`config.mk`:
```
export PLATFORM = sky130hd
export DESIGN_NAME = ldpc_sched_flat
export DESIGN_NICKNAME = d
export VERILOG_FILES = /design/src/rtl/ldpc_pkg.sv /design/src/rtl/ldpc_sched_if.sv /design/src/rtl/ldpc_phase_timer.sv /design/src/rtl/ldpc_sched.sv /design/src/flat_wrapper.sv
export SDC_FILE = /design/constraint.sdc
export NUM_CORES = 1
export LEC_CHECK = 0
export CORE_AREA = 4 4 65 55
export DETAILED_ROUTE_END_ITERATION = 6
export DIE_AREA = 0 0 69 59
export PLACE_DENSITY_LB_ADDON = 0.05
export SYNTH_ARGS = -nofsm -noshare
export SYNTH_HDL_FRONTEND = slang
export SYNTH_SLANG_ARGS = --single-unit
```
`constraint.sdc`:
```
create_clock -name clk -period 2.21 [get_ports clk]
set_clock_uncertainty 0.05 [all_clocks]
set_input_delay 0.442 -clock clk [delete_from_list [all_inputs] [get_ports clk]]
set_output_delay 0.442 -clock clk [all_outputs]
set_load 0.03 [all_outputs]
```
`src/rtl/ldpc_pkg.sv`:
```
// Shared types and defaults for the LDPC decoder scheduler.
package ldpc_pkg;

    localparam int unsigned ITER_W_DEF = 6;

    typedef enum logic [2:0] {
        IDLE,
        LOAD,
        CHECK,
        VAR,
        SYND,
        DONE
    } ldpc_state_t;

endpackage

```
`src/rtl/ldpc_sched_if.sv`:
```
// Control/status bundle between the LDPC scheduler and its frame controller.
interface ldpc_sched_if
    import ldpc_pkg::*;
#(
    parameter int unsigned ITER_W = ITER_W_DEF
);
    logic              start;
    logic [ITER_W-1:0] max_iter;
    logic              syndrome_ok;
    logic              out_ready;
    logic              busy;
    logic              load_en;
    logic              cn_en;
    logic              vn_en;
    logic [ITER_W-1:0] iter_cnt;
    logic              done;
    logic              converged;

    modport master (
        output start, max_iter, syndrome_ok, out_ready,
        input  busy, load_en, cn_en, vn_en, iter_cnt, done, converged
    );

    modport slave (
        input  start, max_iter, syndrome_ok, out_ready,
        output busy, load_en, cn_en, vn_en, iter_cnt, done, converged
    );
endinterface

```
`src/rtl/ldpc_phase_timer.sv`:
```
// Phase down-counter: reloaded on phase entry, expired while the count is zero.
module ldpc_phase_timer #(
    parameter int unsigned W = 2
) (
    input  logic         clk,
    input  logic         rst,
    input  logic         load,
    input  logic [W-1:0] load_val,
    output logic         expired
);
    logic [W-1:0] cnt;

    always_ff @(posedge clk) begin
        if (rst) begin
            cnt <= '0;
        end else if (load) begin
            cnt <= load_val;
        end else if (cnt != '0) begin
            cnt <= cnt - W'(1);
        end
    end

    assign expired = (cnt == '0);
endmodule

```
`src/rtl/ldpc_sched.sv`:
```
// LDPC layered-decoder phase scheduler (LOAD/CHECK/VAR/SYND iterations).
// Optional early termination on syndrome_ok via macro LDPC_EARLY_TERM_EN.
module ldpc_sched
    import ldpc_pkg::*;
#(
    parameter int unsigned CN_CYCLES = 2,
    parameter int unsigned VN_CYCLES = 1,
    parameter int unsigned ITER_W    = ITER_W_DEF
) (
    input logic         clk,
    input logic         rst,
    ldpc_sched_if.slave bus
);
    localparam int unsigned PH_MAX = (CN_CYCLES > VN_CYCLES) ? CN_CYCLES : VN_CYCLES;
    localparam int unsigned TW     = $clog2(PH_MAX) + 1;

    ldpc_state_t       state, state_nxt;
    logic [ITER_W-1:0] limit;
    logic [ITER_W-1:0] iter_cnt;
    logic [ITER_W:0]   iter_inc;
    logic              last_iter;
    logic              term_early;
    logic              tmr_load;
    logic [TW-1:0]     tmr_val;
    logic              tmr_expired;
    logic              busy, load_en, cn_en, vn_en, done, converged;

    ldpc_phase_timer #(.W(TW)) u_timer (
        .clk      (clk),
        .rst      (rst),
        .load     (tmr_load),
        .load_val (tmr_val),
        .expired  (tmr_expired)
    );

    assign iter_inc  = {1'b0, iter_cnt} + {{ITER_W{1'b0}}, 1'b1};
    assign last_iter = (iter_inc >= {1'b0, limit});

`ifdef LDPC_EARLY_TERM_EN
    assign term_early = bus.syndrome_ok;
`else
    assign term_early = 1'b0;
`endif

    always_comb begin
        state_nxt = state;
        tmr_load  = 1'b0;
        tmr_val   = '0;
        case (state)
            IDLE:  if (bus.start) state_nxt = LOAD;
            LOAD: begin
                state_nxt = CHECK;
                tmr_load  = 1'b1;
                tmr_val   = TW'(CN_CYCLES - 1);
            end
            CHECK: if (tmr_expired) begin
                state_nxt = VAR;
                tmr_load  = 1'b1;
                tmr_val   = TW'(VN_CYCLES - 1);
            end
            VAR:   if (tmr_expired) state_nxt = SYND;
            SYND: begin
                if (term_early || last_iter) begin
                    state_nxt = DONE;
                end else begin
                    state_nxt = CHECK;
                    tmr_load  = 1'b1;
                    tmr_val   = TW'(CN_CYCLES - 1);
                end
            end
            DONE:  if (bus.out_ready) state_nxt = IDLE;
            default: state_nxt = IDLE;
        endcase
    end

    // Outputs are flops loaded from the next-state decode, so they line up
    // with the state register without any combinational path to the ports.
    always_ff @(posedge clk) begin
        if (rst) begin
            state     <= IDLE;
            limit     <= ITER_W'(1);
            iter_cnt  <= '0;
            busy      <= 1'b0;
            load_en   <= 1'b0;
            cn_en     <= 1'b0;
            vn_en     <= 1'b0;
            done      <= 1'b0;
            converged <= 1'b0;
        end else begin
            state   <= state_nxt;
            busy    <= (state_nxt != IDLE);
            load_en <= (state_nxt == LOAD);
            cn_en   <= (state_nxt == CHECK);
            vn_en   <= (state_nxt == VAR);
            done    <= (state_nxt == DONE);

            if (state == IDLE && bus.start) begin
                limit    <= (bus.max_iter == '0) ? ITER_W'(1) : bus.max_iter;
                iter_cnt <= '0;
            end else if (state == SYND && iter_cnt != '1) begin
                iter_cnt <= iter_cnt + ITER_W'(1);
            end

            // Both exit reasons reduce to the syndrome seen in the final SYND.
            if (state == SYND && state_nxt == DONE) begin
                converged <= bus.syndrome_ok;
            end else if (state_nxt != DONE) begin
                converged <= 1'b0;
            end
        end
    end

    assign bus.busy      = busy;
    assign bus.load_en   = load_en;
    assign bus.cn_en     = cn_en;
    assign bus.vn_en     = vn_en;
    assign bus.iter_cnt  = iter_cnt;
    assign bus.done      = done;
    assign bus.converged = converged;
endmodule

```
`src/flat_wrapper.sv`:
```
// flat-port wrapper written by rule: the top's interface ports become plain ports
module ldpc_sched_flat import ldpc_pkg::*;
#(
    parameter int unsigned CN_CYCLES = 2,
    parameter int unsigned VN_CYCLES = 1,
    parameter int unsigned ITER_W    = ITER_W_DEF
)
  (clk, rst, bus_start, bus_max_iter, bus_syndrome_ok, bus_out_ready, bus_busy, bus_load_en, bus_cn_en, bus_vn_en, bus_iter_cnt, bus_done, bus_converged);
  ldpc_sched_if #(.ITER_W(ITER_W)) bus_i ();
  input logic clk;
  input logic rst;
  input wire logic [$bits(bus_i.start)-1:0] bus_start;
  input wire logic [$bits(bus_i.max_iter)-1:0] bus_max_iter;
  input wire logic [$bits(bus_i.syndrome_ok)-1:0] bus_syndrome_ok;
  input wire logic [$bits(bus_i.out_ready)-1:0] bus_out_ready;
  output wire logic [$bits(bus_i.busy)-1:0] bus_busy;
  output wire logic [$bits(bus_i.load_en)-1:0] bus_load_en;
  output wire logic [$bits(bus_i.cn_en)-1:0] bus_cn_en;
  output wire logic [$bits(bus_i.vn_en)-1:0] bus_vn_en;
  output wire logic [$bits(bus_i.iter_cnt)-1:0] bus_iter_cnt;
  output wire logic [$bits(bus_i.done)-1:0] bus_done;
  output wire logic [$bits(bus_i.converged)-1:0] bus_converged;
  assign bus_i.start = bus_start;
  assign bus_i.max_iter = bus_max_iter;
  assign bus_i.syndrome_ok = bus_syndrome_ok;
  assign bus_i.out_ready = bus_out_ready;
  assign bus_busy = bus_i.busy;
  assign bus_load_en = bus_i.load_en;
  assign bus_cn_en = bus_i.cn_en;
  assign bus_vn_en = bus_i.vn_en;
  assign bus_iter_cnt = bus_i.iter_cnt;
  assign bus_done = bus_i.done;
  assign bus_converged = bus_i.converged;
  ldpc_sched #(.CN_CYCLES(CN_CYCLES), .VN_CYCLES(VN_CYCLES), .ITER_W(ITER_W)) u_core (.clk(clk), .rst(rst), .bus(bus_i));
endmodule
```
# [After elaboration in Yosys (flattened, before gate mapping)]
# Index checks and enable logic that the tools add are counted.
[op_classes] n_eq_ne=11 muxes=16 n_addsub=3 mul=0 div_mod_pow=0 reduce_logical=11 n_shift=0 n_bitwise=0 magnitude_cmp=1
[ops] cell="3-bit one-hot mux with 6 select lines" count=1
[ops] cell="3-bit two-way mux" count=5
[ops] cell="3-bit by 2-bit equality test with 1-bit output, second input constant" count=4
[ops] cell="3-bit equality test, second input constant" count=3
[ops] cell="6-bit by 1-bit adder with 7-bit output, second input constant" count=1
[ops] cell="7-bit by 6-bit greater-or-equal comparator with 1-bit output" count=1
[ops] cell="6-bit by 1-bit adder with 6-bit output, second input constant" count=1
[ops] cell="3-bit by 1-bit equality test with 1-bit output, second input constant" count=2
[ops] cell="6-bit zero test" count=1
[ops] cell="6-bit two-way mux" count=1
[ops] cell="6-bit != test, second input constant" count=1
[ops] cell="2-bit nonzero test" count=3
[ops] cell="1-bit two-way mux" count=5
[ops] cell="2-bit two-way mux" count=2
[ops] cell="2-bit one-hot mux with 2 select lines" count=1
[ops] cell="1-bit logical AND" count=3
[ops] cell="3-bit zero test" count=1
[ops] cell="3-bit != test, second input constant" count=1
[ops] cell="1-bit one-hot mux with 3 select lines" count=1
[ops] cell="3-bit nonzero test" count=1
[ops] cell="2-bit zero test" count=1
[ops] cell="2-bit OR reduction" count=1
[ops] cell="2-bit by 1-bit subtractor with 2-bit output, second input constant" count=1
[totals] memories=0 ram_bits=0 input_bits=11 output_inout_bits=12 elab_cells=52 ff_bits=23 latch_bits=0 mem_bits_ro=0

# [Logic depth before layout (Yosys ltp)]
# Gate-level depths: netlist of the first run.
[logic_depth] ltp_word=7 mapped_depth=8 depth_no_buf=8

# [Hierarchy]
# From an unflattened synthesis of the first run, not the netlist that was laid out.
[hier_totals] hier_cells=133 area_unflattened_um2=1226.2
[modules_own_cells] mod="ldpc_sched" instances=1 area_per_inst_um2=1104.8 cells_per_inst=121 seq_area_each_um2=420.4
[modules_own_cells] mod="ldpc_phase_timer" instances=1 area_per_inst_um2=121.4 cells_per_inst=12 seq_area_each_um2=40.0

# [Worst setup path after synthesis of the first run]
# Ideal clock, no wire load.
[synth_path] path_type="register -> register" startpoint="reg u_core.iter_cnt[0], in the netlist u_core.bus.iter_cnt[0]" endpoint="reg u_core.cn_en, in the netlist u_core.bus.cn_en" n_path_buf=0 slack_ns=-0.232 setup_ns=0.061 required_time_ns=2.099 arrival_ns=2.331 path_stages_with_launch=8 path_cell_list="dfxtp_1 ha_1 nand3_1 xnor2_1 ha_1 and3_1 a211oi_1 o221a_1"
[synth_between] elab_chain_cells=5
[synth_rtl] item="from (decl)" line="ldpc_sched.sv:19" rtl="logic [ITER_W-1:0] iter_cnt;"
[synth_rtl] item="from (signal assigned)" line="ldpc_sched.sv:101" rtl="iter_cnt <= iter_cnt + ITER_W'(1);"
[synth_rtl] item="6-bit by 1-bit adder with 7-bit output" line="ldpc_sched.sv:36" rtl="assign iter_inc = {1'b0, iter_cnt} + {{ITER_W{1'b0}}, 1'b1};"
[synth_rtl] item="named net u_core.iter_inc[4]" line="ldpc_sched.sv:20" rtl="logic [ITER_W:0] iter_inc;"
[synth_rtl] item="7-bit by 6-bit greater-or-equal comparator with 1-bit output" line="ldpc_sched.sv:37" rtl="assign last_iter = (iter_inc >= {1'b0, limit});"
[synth_rtl] item="3-bit two-way mux" line="ldpc_sched.sv:63" rtl="if (term_early || last_iter) begin"
[synth_rtl] item="3-bit one-hot mux with 6 select lines" line="ldpc_sched.sv:49" rtl="case (state)"
[synth_rtl] item="3-bit by 2-bit equality test with 1-bit output" line="ldpc_sched.sv:93" rtl="cn_en <= (state_nxt == CHECK);"
[synth_rtl] item="to (signal assigned)" line="ldpc_sched.sv:93"
[synth_rtl] item="to (decl)" line="ldpc_sched.sv:26" rtl="logic busy, load_en, cn_en, vn_en, done, converged;"
# The timed path passes the listed nets, and every way through them passes these cells.
# A chain may end at the register's enable or synchronous reset.

# [Final worst setup path of the first run]
[layout_path] startpoint="reg u_core.iter_cnt[1], in the netlist u_core.bus.iter_cnt[1]" endpoint="reg u_core.cn_en, in the netlist u_core.bus.cn_en"
# The elaborated chain is that of the path after synthesis.

==> results of run 1 <==
how the worst max path moves through the flow:
stage                           startpoint                to  depth (start not counted)
global route        u_core.bus.iter_cnt[1]  u_core.bus.cn_en                          8
detailed placement  u_core.bus.iter_cnt[1]  u_core.bus.cn_en                          8
CTS                 u_core.bus.iter_cnt[1]  u_core.bus.cn_en                          8
global placement    u_core.bus.iter_cnt[1]  u_core.bus.cn_en                          8
finish              u_core.bus.iter_cnt[1]  u_core.bus.cn_en                          8
floorplan           u_core.bus.iter_cnt[0]  u_core.bus.cn_en                          7
where the power goes:
group | leakage, nW | switching (W) | internal, W | total (W)
clock | 0.0255 | 0.000137 | 0.000126 | 0.000263
sequential | 0.190 | 0.0000523 | 0.000465 | 0.000517
combinational | 0.432 | 0.000207 | 0.000180 | 0.000387
total | 0.648 | 0.000397 | 0.000771 | 0.00117
metrics by stage:
stage	TNS, ps	power (W)	worst slack (ps)
2_1_floorplan	0	0.000793	2.16
3_3_place_gp	0	0.000882	95.3
3_5_place_dp	0	0.000887	62.4
4_1_cts	0	0.00115	49.0
5_1_grt	-13.3	0.00125	-13.3
6_report	0	0.00117	113
cells by family (layout without fill, tap and decap cells):
group	after synthesis	count (layout)	share of synthesized area (%)
mux	7	7	5.46
simple gates	51	51	21.3
flops	23	23	35.9
buf+inv	15	41	5.46
xor+xnor	6	6	4.09
fa+ha+maj	8	8	7.80
compound gates	34	34	20.0
synth_stat cells, types with 2 or more instances:
cell type	count	area share [%]
dfxtp_1	23	36
nor2_1	17	5.0
nand2_1	11	3.2
inv_1	9	2.6
ha_1	8	7.8
a21oi_1	7	2.7
mux2i_1	7	5.5
nand3_1	5	1.9
o21a_1	4	2.3
a31oi_1	3	1.5
and3_1	3	1.5
o211ai_1	3	1.8
xnor2_1	3	2.0
xor2_1	3	2.0
buf_2	2	0.78
clkbuf_1	2	0.59
nand2b_1	2	0.97
nand4b_1	2	1.4
nor3b_1	2	1.2
o21ai_0	2	0.78
routing by layer:
metal	vias up	global-route usage [%]	wire length, um
li1	567	-	-
met1	505	18.6	1390
met2	28	24.6	1260
met3	6	4.24	151
met4	0	4.74	38
met5	-	0	0
registers in the layout, indices dropped and copies added (netlist names):
signal	count
u_core.bus.converged	1
u_core.bus.iter_cnt	6
u_core.bus.load_en	1
u_core.state	3
u_core.bus.vn_en	1
u_core.limit	6
u_core.u_timer.cnt	2
u_core.bus.cn_en	1
u_core.bus.done	1
u_core.bus.busy	1
worst register-to-register path, cell delays in order (launching register included):
cell and delay [ps]:
dfxtp_2 360, ha_2 220, nand3_1 150, xnor2_2 170, ha_1 310, nand3_1 110
nand2_2 120, a2111oi_4 330, o221a_1 230
area by class of cell:
cell class | instances | area share (%)
Multi-Input combinational cell | 106 | 48.9
Clock buffer | 3 | 2.45
Tap cell | 40 | 2.97
Timing Repair Buffer | 28 | 15.8
Inverter | 9 | 2.01
Sequential cell | 23 | 27.6
Clock inverter | 1 | 0.297
repair_timing:
action	CTS	global route
pin swaps	0	4
gates resized for setup	1	12
setup endpoints to repair	1	7
endpoints found under the hold margin	0	0
cell usage in the layout, fill, tap and decap left out, drive strengths merged, types with 2 or more instances in the layout:
cell	count
a2111oi	2
nor2	17
o21a	4
mux2i	7
and3	3
o21ai	4
nor3b	3
buf	6
o211ai	3
inv	9
xnor2	3
nand2b	2
ha	8
nand2	12
a31oi	3
a21oi	7
clkdlybuf4s50	22
nand3	5
xor2	3
nand4b	2
clkbuf	3
dfxtp	23
==> summary.md, run 1 <==
| Metric | Value |
|---|---|
| Leakage Power | 0.648 nW |
| DP HPWL | around 2100 um |
| Multi-input gate area | 823 um^2 |
| Final Max Slew Viols | 0 |
| CP Buf/Inv Count | 0 |
| DP Area | between 0.0015 and 0.002 mm^2 |
| Critical path's top delay family | compound AO/OA/AOI/OAI gates |
| Final wirelength | ~2800 um |
| Filler cell count | 284 |
| R2R Setup Slk | 110 ps |
| Yosys warns | 0 |
| Synth async-reset ratio | 0% |
| Max clock buf depth | 2 |
| Mapped Cells | 144 |
| CP Launch Type | register |
| H-tree levels | 1 |
| Worst R2R Path Depth | 8 |
| First drt pass iteration count | 5 |
| Die ar. | about 0.004 mm^2 |
| Setup Buffers After CTS | 0 |
| Hold slack | about 430 ps |
| Hold depth | 2 |
| Layout cells sized above 1 | between 10% and 20% |
| Syn Nets | roughly 160 |
| Routed Antenna Nets | 0 |
| Area Growth Syn to Fin | 31.2% |
| WL/cell | approximately 13 um |
| Register area share after synthesis | between 30% and 40% |
| Number of synthesized flops with an enable pin | 0 |
| CP Capture Type | register |
| Most frequent CP cell | nand3_1 |
| Fmax | about 480 MHz |
| Die height | slightly below 60 um |
| Sequential cell area | between 400 and 500 um^2 |
| Initial antenna violation count | 0 |
| Least-Margin Pin Slew | ~540 ps |
| Pin count of the biggest net entering global routing | 15 |
| Fin crit period | 2100 ps |
| Top_reg_cell synth | dfxtp_1 |
| Clock sinks | 23 |
| Final core utilization | a little under three fifths |
| Hold Path Class | reg2reg |
| Gpl congestion | 0.863 |
| Buffers added on ports | 22 |
| Remaining Overflow, GRT | 0 |
| Max-cap violations | 0 |
| Slowest CP cell | dfxtp_2 |
| NumNets Final | 190 |
| Drt drc | 0 |
| Final setup fails | 0 |
| Initial Utilization | 43.2% |
| Status | completed |
| Clock buffer count from CTS | 3 |
| Max_slew headroom | around 64% |
| Core area | 0.00297 mm^2 |
| Drt initial violations | between 50 and 60 |
| Arrival @ worst endpoint | roughly 2300 ps |
| Root Buffer | clkbuf_8 |
| Clk slew on worst S/H paths | around 80 ps |
| First-pass GRT wire length | slightly below 5000 um |
| Maximum vdd drop | between 0.0004 and 0.0005 V |
| Final period util | between 90% and 100% |
| Vias in the first global route | ~1.1k |
| Post-synthesis register bit count | 23 |
| Reg-to-Reg End | u_core.bus.cn_en |
| Startpoint of the worst hold path | u_core.bus.iter_cnt[1] |
| Cell Area, Synth | between 0.001 and 0.0015 mm^2 |
| Global-route usage over all layers | about 15% |
| R2R Path Start | u_core.bus.iter_cnt[1] |
| Skew-Pair Late Insertion Delay | approximately 270 ps |
| Power Density | 693 mW/mm^2 |
| Hold EP | u_core.bus.iter_cnt[1] |
| Max incr delay on CP | 360 ps |
| Cell chain of the critical path | ha_2, nand3_1, xnor2_2, ha_1, nand3_1, nand2_2, a2111oi_4, o221a_1 |
| Setup Crit Path Kind | reg2reg |
| Antenna Cells | 0 |
| Final Hold Viols | 0 |
| Vias | 1106 |
| Post-CTS Hold Fix Bufs | 0 |
| Critical Path Fanout Max | 5 |
| Post-Layout Cell Count | between 200 and 250 |
| Mapped Avg Cell Area | about 9 um^2 |
| Worst path required time | 2370 ps |
| Die X | 69 um |
| CTS tree | done |
| Final Cell Area | about 0.0017 mm^2 |
| Vias per cell | around 5.3 |
| Netlist cell types | 46 |
| Num rows | 18 |
| Dpl cells | 206 |
| I/O pin cnt | 23 |
Note: power is estimated with default switching activity, not from simulation.
==> run 2: changes to the inputs <==
CAP_MARGIN = 30   (was default)
clock period = 2.65 ns   (was 2.21 ns; I/O delays follow)
==> summary.md, run 2 (synthesis gave the netlist of run 1 again) <==
| Metric | Value |
|---|---|
| Area Growth Syn to Fin | 22.7% (was 31.2%) |
| Critical Path Fanout Max | 6 (was 5) |
| Num rows | 18 (unchanged) |
| Routed Antenna Nets | 0 (unchanged) |
| Power Density | 605 mW/mm^2 (was 693 mW/mm^2) |
| Die height | 59 um (unchanged) |
| Clock sinks | 23 (unchanged) |
| Most frequent cells in the layout | dfxtp_1 (23), clkdlybuf4s50_1 (22), nor2_1 (17) (was clkdlybuf4s50_1 (22), dfxtp_1 (19), nor2_1 (17)) |
| Maximum vdd drop | 0.000458 V (was 0.000411 V) |
| Initial antenna violation count | 0 (unchanged) |
| Final Max Slew Viols | 0 (unchanged) |
| First drt pass iteration count | 4 (was 5) |
| Leading registers by flop count | u_core.bus.iter_cnt: 6 flops, u_core.limit: 6 flops, u_core.state: 3 flops (unchanged) |
| Final Hold Viols | 0 (unchanged) |
| DP HPWL | 2090 um (was 2130 um) |
| Setup Crit Path Kind | reg2reg (unchanged) |
| Buffers added on ports | 22 (unchanged) |
| Fmax | 418 MHz (was 477 MHz) |
| WL/cell | 13.7 um (was 13.5 um) |
| Most common cell after layout, fill and taps aside | dfxtp_1 (was clkdlybuf4s50_1) |
| Final period util | 90.3% (was 94.9%) |
| Arrival @ worst endpoint | 2560 ps (was 2260 ps) |
| Least-Margin Pin Slew | 524 ps (was 536 ps) |
| Clk slew on worst S/H paths | 80 ps (about the same) |
| Die X | 69 um (unchanged) |
| Final wirelength | 2800 um (was 2830 um) |
| Vias per cell | 5.27 (about the same) |
| Antenna Cells | 0 (unchanged) |
| Drt drc | 0 (unchanged) |
| Worst path required time | 2810 ps (was 2370 ps) |
| Vias | 1080 (was 1106) |
| Hold Path Class | reg2reg (unchanged) |
| Root Buffer | clkbuf_8 (unchanged) |
| Max_slew headroom | 65.0% (was 64.2%) |
| Max clock buf depth | 2 (unchanged) |
| Vias in the first global route | 1029 (was 1092) |
| Initial Utilization | 43.2% (unchanged) |
| Final setup TNS | 0 ps (unchanged) |
| I/O pin cnt | 23 (unchanged) |
| Remaining Overflow, GRT | 0 (unchanged) |
| Layout cells sized above 1 | 5.45% (was 15.9%) |
| CTS tree | done (unchanged) |
| H-tree levels | 1 (unchanged) |
| Skew-Pair Late Insertion Delay | 270 ps (about the same) |
| Hold slack | 454 ps (was 433 ps) |
| First-pass GRT wire length | 4670 um (was 4820 um) |
| RSZ-0062 raised after global routing | false |
| NumNets Final | 185 (was 190) |
| Pin count of the biggest net entering global routing | 15 (unchanged) |
| Final setup fails | 0 (unchanged) |
| CP Launch Type | register (unchanged) |
| Max-cap violations | 0 (unchanged) |
| Status | completed (unchanged) |
| Leakage Power | 0.600 nW (was 0.648 nW) |
| Drt initial violations | 39 (was 56) |
| Gpl congestion | 0.796 (was 0.863) |
| Fin crit period | 2390 ps (was 2100 ps) |
| Die ar. | 0.00407 mm^2 (unchanged) |
| Global-route usage over all layers | 14.5% (was 14.7%) |
| Clock buffer count from CTS | 3 (unchanged) |
| CP Capture Type | register (unchanged) |
| Core area | 0.00297 mm^2 (unchanged) |
[run 2: cell types whose count changed in the layout (fill, tap and decap cells not counted), sizes merged]
cell / delta
buf: -5
clkbuf: +1
clkinv: -1
[run 2: final cells by class]
type / count / area (um^2)
clock buffers: 4 / 45.0
fillers: 288 / 1400
inverters: 9 / 33.8
multi-input cells: 106 / 758
flip-flops and latches: 23 / 460
well taps: 40 / 50.0
repair buffers: 23 / 228
[run 2: layer usage]
metal  global-route usage [%]  vias to the layer above  part of all wire [%]  routed length (um)
met4                     4.18                        0                  0.82                  23
li1                         -                      554                     -                   -
met5                        0                        -                     0                   0
met1                     19.5                      497                    53                1490
met2                     22.6                       27                    42                1170
met3                     4.41                        2                   4.4                 123
[run 2: path summary, 6_finish.rpt]
path	from	to	slack, ps	cells past startpoint
setup / recovery	u_core.bus.iter_cnt[0]	u_core.bus.cn_en	260	7
hold / removal	u_core.bus.iter_cnt[1]	u_core.bus.iter_cnt[1]	450	2
hold reg to reg	u_core.bus.iter_cnt[1]	u_core.bus.iter_cnt[1]	450	2
setup reg to reg	u_core.bus.iter_cnt[0]	u_core.bus.cn_en	260	7
[run 2: where the power goes]
group	switching [W]	leakage (nW)	internal (W)
Clock	0.000114	0.0228	0.000107
Sequential	0.0000454	0.188	0.000388
Combinational	0.000169	0.389	0.000130
Total	0.000329	0.600	0.000625
[run 2: worst max-delay path: stages, from the launching register on]
cell and delay (ps):
dfxtp_1 440, ha_1 240, nand3_1 220, xnor2_1 290
ha_1 300, and3_1 220, a211oi_2 350, o221a_1 240
[run 2: timing repair]
action	in CTS	in global routing
setup endpoints to repair	0	1
setup buffers	0	0
gates resized for setup	0	1
hold buffers	0	0
[run 2: per-stage QoR]
stage          power (W)  utilization, %  cell area, um^2  worst slack, ps  cells
2_1_floorplan   0.000658               -             1280              208    144
3_3_place_gp    0.000725            51.3             1530              327    201
3_5_place_dp    0.000734            51.3             1530              186    201
4_1_cts         0.000956            52.8             1570              132    205
5_1_grt          0.00102            53.0             1580             73.7    205
6_report        0.000954            53.0             1580              257    205
==> run 3: changes to the inputs <==
CORE_AREA = 4 4 80 67   (was 4 4 65 55)
DIE_AREA = 0 0 84 71   (was 0 0 69 59)
==> summary.md, run 3 (synthesis gave the netlist of run 1 again) <==
| Metric | Value |
|---|---|
| Status | completed (unchanged) |
| Filler cell count | 481 (was 288) |
| Root Buffer | clkbuf_8 (unchanged) |
| Initial Utilization | 28.4% (was 43.2%) |
| Met1 WL | 1540 um (was 1490 um) |
| Power Density | 590 mW/mm^2 (was 605 mW/mm^2) |
| Cell chain of the critical path | ha_1, nand3_1, xnor2_1, ha_1, and3_1, a21oi_1, a2111oi_0 (was ha_1, nand3_1, xnor2_1, ha_1, and3_1, a211oi_2, o221a_1) |
| Initial antenna violation count | 0 (unchanged) |
| Vias | 1096 (was 1080) |
| Final setup TNS | 0 ps (unchanged) |
| Drt drc | 0 (unchanged) |
| Routed Antenna Nets | 0 (unchanged) |
| Leading registers by flop count | u_core.bus.iter_cnt: 6 flops, u_core.limit: 6 flops, u_core.state: 3 flops (unchanged) |
| DR WL met2 | 1300 um (was 1170 um) |
| Clock sinks | 23 (unchanged) |
| Gpl congestion | 0.766 (was 0.796) |
| I/O pin cnt | 23 (unchanged) |
| RSZ-0062 raised after global routing | false (unchanged) |
| Top layer in use | met4 (unchanged) |
| Num rows | 22 (was 18) |
| Vias in the first global route | 1032 (was 1029) |
| Final setup fails | 0 (unchanged) |
| Die X | 84 um (was 69 um) |
| First drt pass iteration count | 4 (unchanged) |
| Slowest CP cell | a2111oi_0 (was dfxtp_1) |
| Post-CTS Hold Fix Bufs | 0 (unchanged) |
| Final Hold Viols | 0 (unchanged) |
| Pin count of the biggest net entering global routing | 15 (unchanged) |
| Arrival @ worst endpoint | 2460 ps (was 2560 ps) |
| Remaining Overflow, GRT | 0 (unchanged) |
| NumNets Final | 186 (was 185) |
| Place WS | 232 ps (was 186 ps) |
| WL/cell | 13.5 um (was 13.7 um) |
| Most frequent CP cell | ha_1 (unchanged) |
| CP Launch Type | register (unchanged) |
| Antenna Cells | 0 (unchanged) |
| Met3 Wirelength | 164 um (was 123 um) |
| Drt initial violations | 43 (was 39) |
| Max-cap violations | 0 (unchanged) |
| Critical Path Fanout Max | 6 (unchanged) |
| Vias per cell | 4.85 (was 5.27) |
| Area Growth Syn to Fin | 25.3% (was 22.7%) |
| Fmax | 422 MHz (was 418 MHz) |
| Max incr delay on CP | 440 ps (about the same) |
| Final wirelength | 3050 um (was 2800 um) |
| Core area | 0.00451 mm^2 (was 0.00297 mm^2) |
| Fin crit period | 2370 ps (was 2390 ps) |
| Max_slew headroom | 64.5% (was 65.0%) |
| Worst path required time | 2740 ps (was 2810 ps) |
| Clock buffer count from CTS | 3 (unchanged) |
| Die height | 71 um (was 59 um) |
| Leakage Power | 0.607 nW (was 0.600 nW) |
| CTS tree | done (unchanged) |
| Buffers added on ports | 22 (unchanged) |
| Post-route setup slack | 279 ps (was 257 ps) |
| Global-route usage over all layers | 10.5% (was 14.5%) |
| Final Max Slew Viols | 0 (unchanged) |
| Hold slack | 455 ps (was 454 ps) |
| Setup Buffers After CTS | 0 (unchanged) |
| Clk slew on worst S/H paths | 80 ps (about the same) |
| Maximum vdd drop | 0.000237 V (was 0.000458 V) |
| Skew-Pair Late Insertion Delay | 270 ps (about the same) |
| Final period util | 89.5% (was 90.3%) |
| Setup Crit Path Kind | reg2reg (unchanged) |
| Hold Path Class | reg2reg (unchanged) |
| Least-Margin Pin Slew | 531 ps (was 524 ps) |
| H-tree levels | 1 (unchanged) |
| First-pass GRT wire length | 5090 um (was 4670 um) |
| Most frequent cells in the layout | dfxtp_1 (23), clkdlybuf4s50_1 (22), nor2_1 (17) (unchanged) |
| DP HPWL | 2410 um (was 2090 um) |
| Max clock buf depth | 2 (unchanged) |
| Worst R2R Path Depth | 7 (unchanged) |
| Resize count post-CTS | 0 (unchanged) |
| Most common cell after layout, fill and taps aside | dfxtp_1 (unchanged) |
| Die ar. | 0.00596 mm^2 (was 0.00407 mm^2) |
| Layout cells sized above 1 | 6.63% (was 5.45%) |
| CP Capture Type | register (unchanged) |
| Hold depth | 2 (unchanged) |
==> run 3: final cells by class <==
| type | instances | area [um^2] | share of cell area (%) |
|---|---|---|---|
| clock buffer | 3 | 41.3 | 2.57 |
| clock inverter | 1 | 5.00 | 0.311 |
| inverter | 9 | 33.8 | 2.10 |
| multi-input combinational | 106 | 758 | 47.1 |
| sequential | 23 | 460 | 28.6 |
| tap | 60 | 75.1 | 4.67 |
| timing repair buffer | 24 | 235 | 14.6 |
==> run 3: power by group <==
part           internal, W  switching [W]  total, W
logic             0.000130       0.000167  0.000297
registers         0.000387      0.0000441  0.000432
clock network     0.000105       0.000116  0.000221
==> run 3: layer usage <==
metal	vias to the layer above	global-route usage, %
met4	0	3.04
li1	563	-
met5	-	0
met1	501	13.7
met3	7	3.73
met2	25	16.2
==> run 3: critical path: cells and delay by family, from the launching register on <==
family                     cells  cell delay, ps
DFF                            1             430
xor gates and xnor gates       1             200
adders and majority gates      2             580
and+or+nand+nor                2             430
AOI/OAI and AO/OA              2             570
==> run 3: final timing paths <==
check	from	slack (ps)	to
worst max-delay path	u_core.bus.iter_cnt[0]	280	u_core.u_timer.cnt[1]
worst min register to register	u_core.limit[1]	460	u_core.limit[1]
worst max register to register	u_core.bus.iter_cnt[0]	280	u_core.u_timer.cnt[1]
worst min-delay path	u_core.limit[1]	460	u_core.limit[1]
==> run 3: metrics by stage <==
step           utilization (%)  instances  total power [W]  area (um^2)
2_1_floorplan                -        144         0.000658         1280
3_3_place_gp              34.5        222         0.000727         1560
3_5_place_dp              34.5        222         0.000734         1560
4_1_cts                   35.5        226         0.000959         1600
5_1_grt                   35.6        226          0.00102         1610
6_report                  35.6        226         0.000949         1610
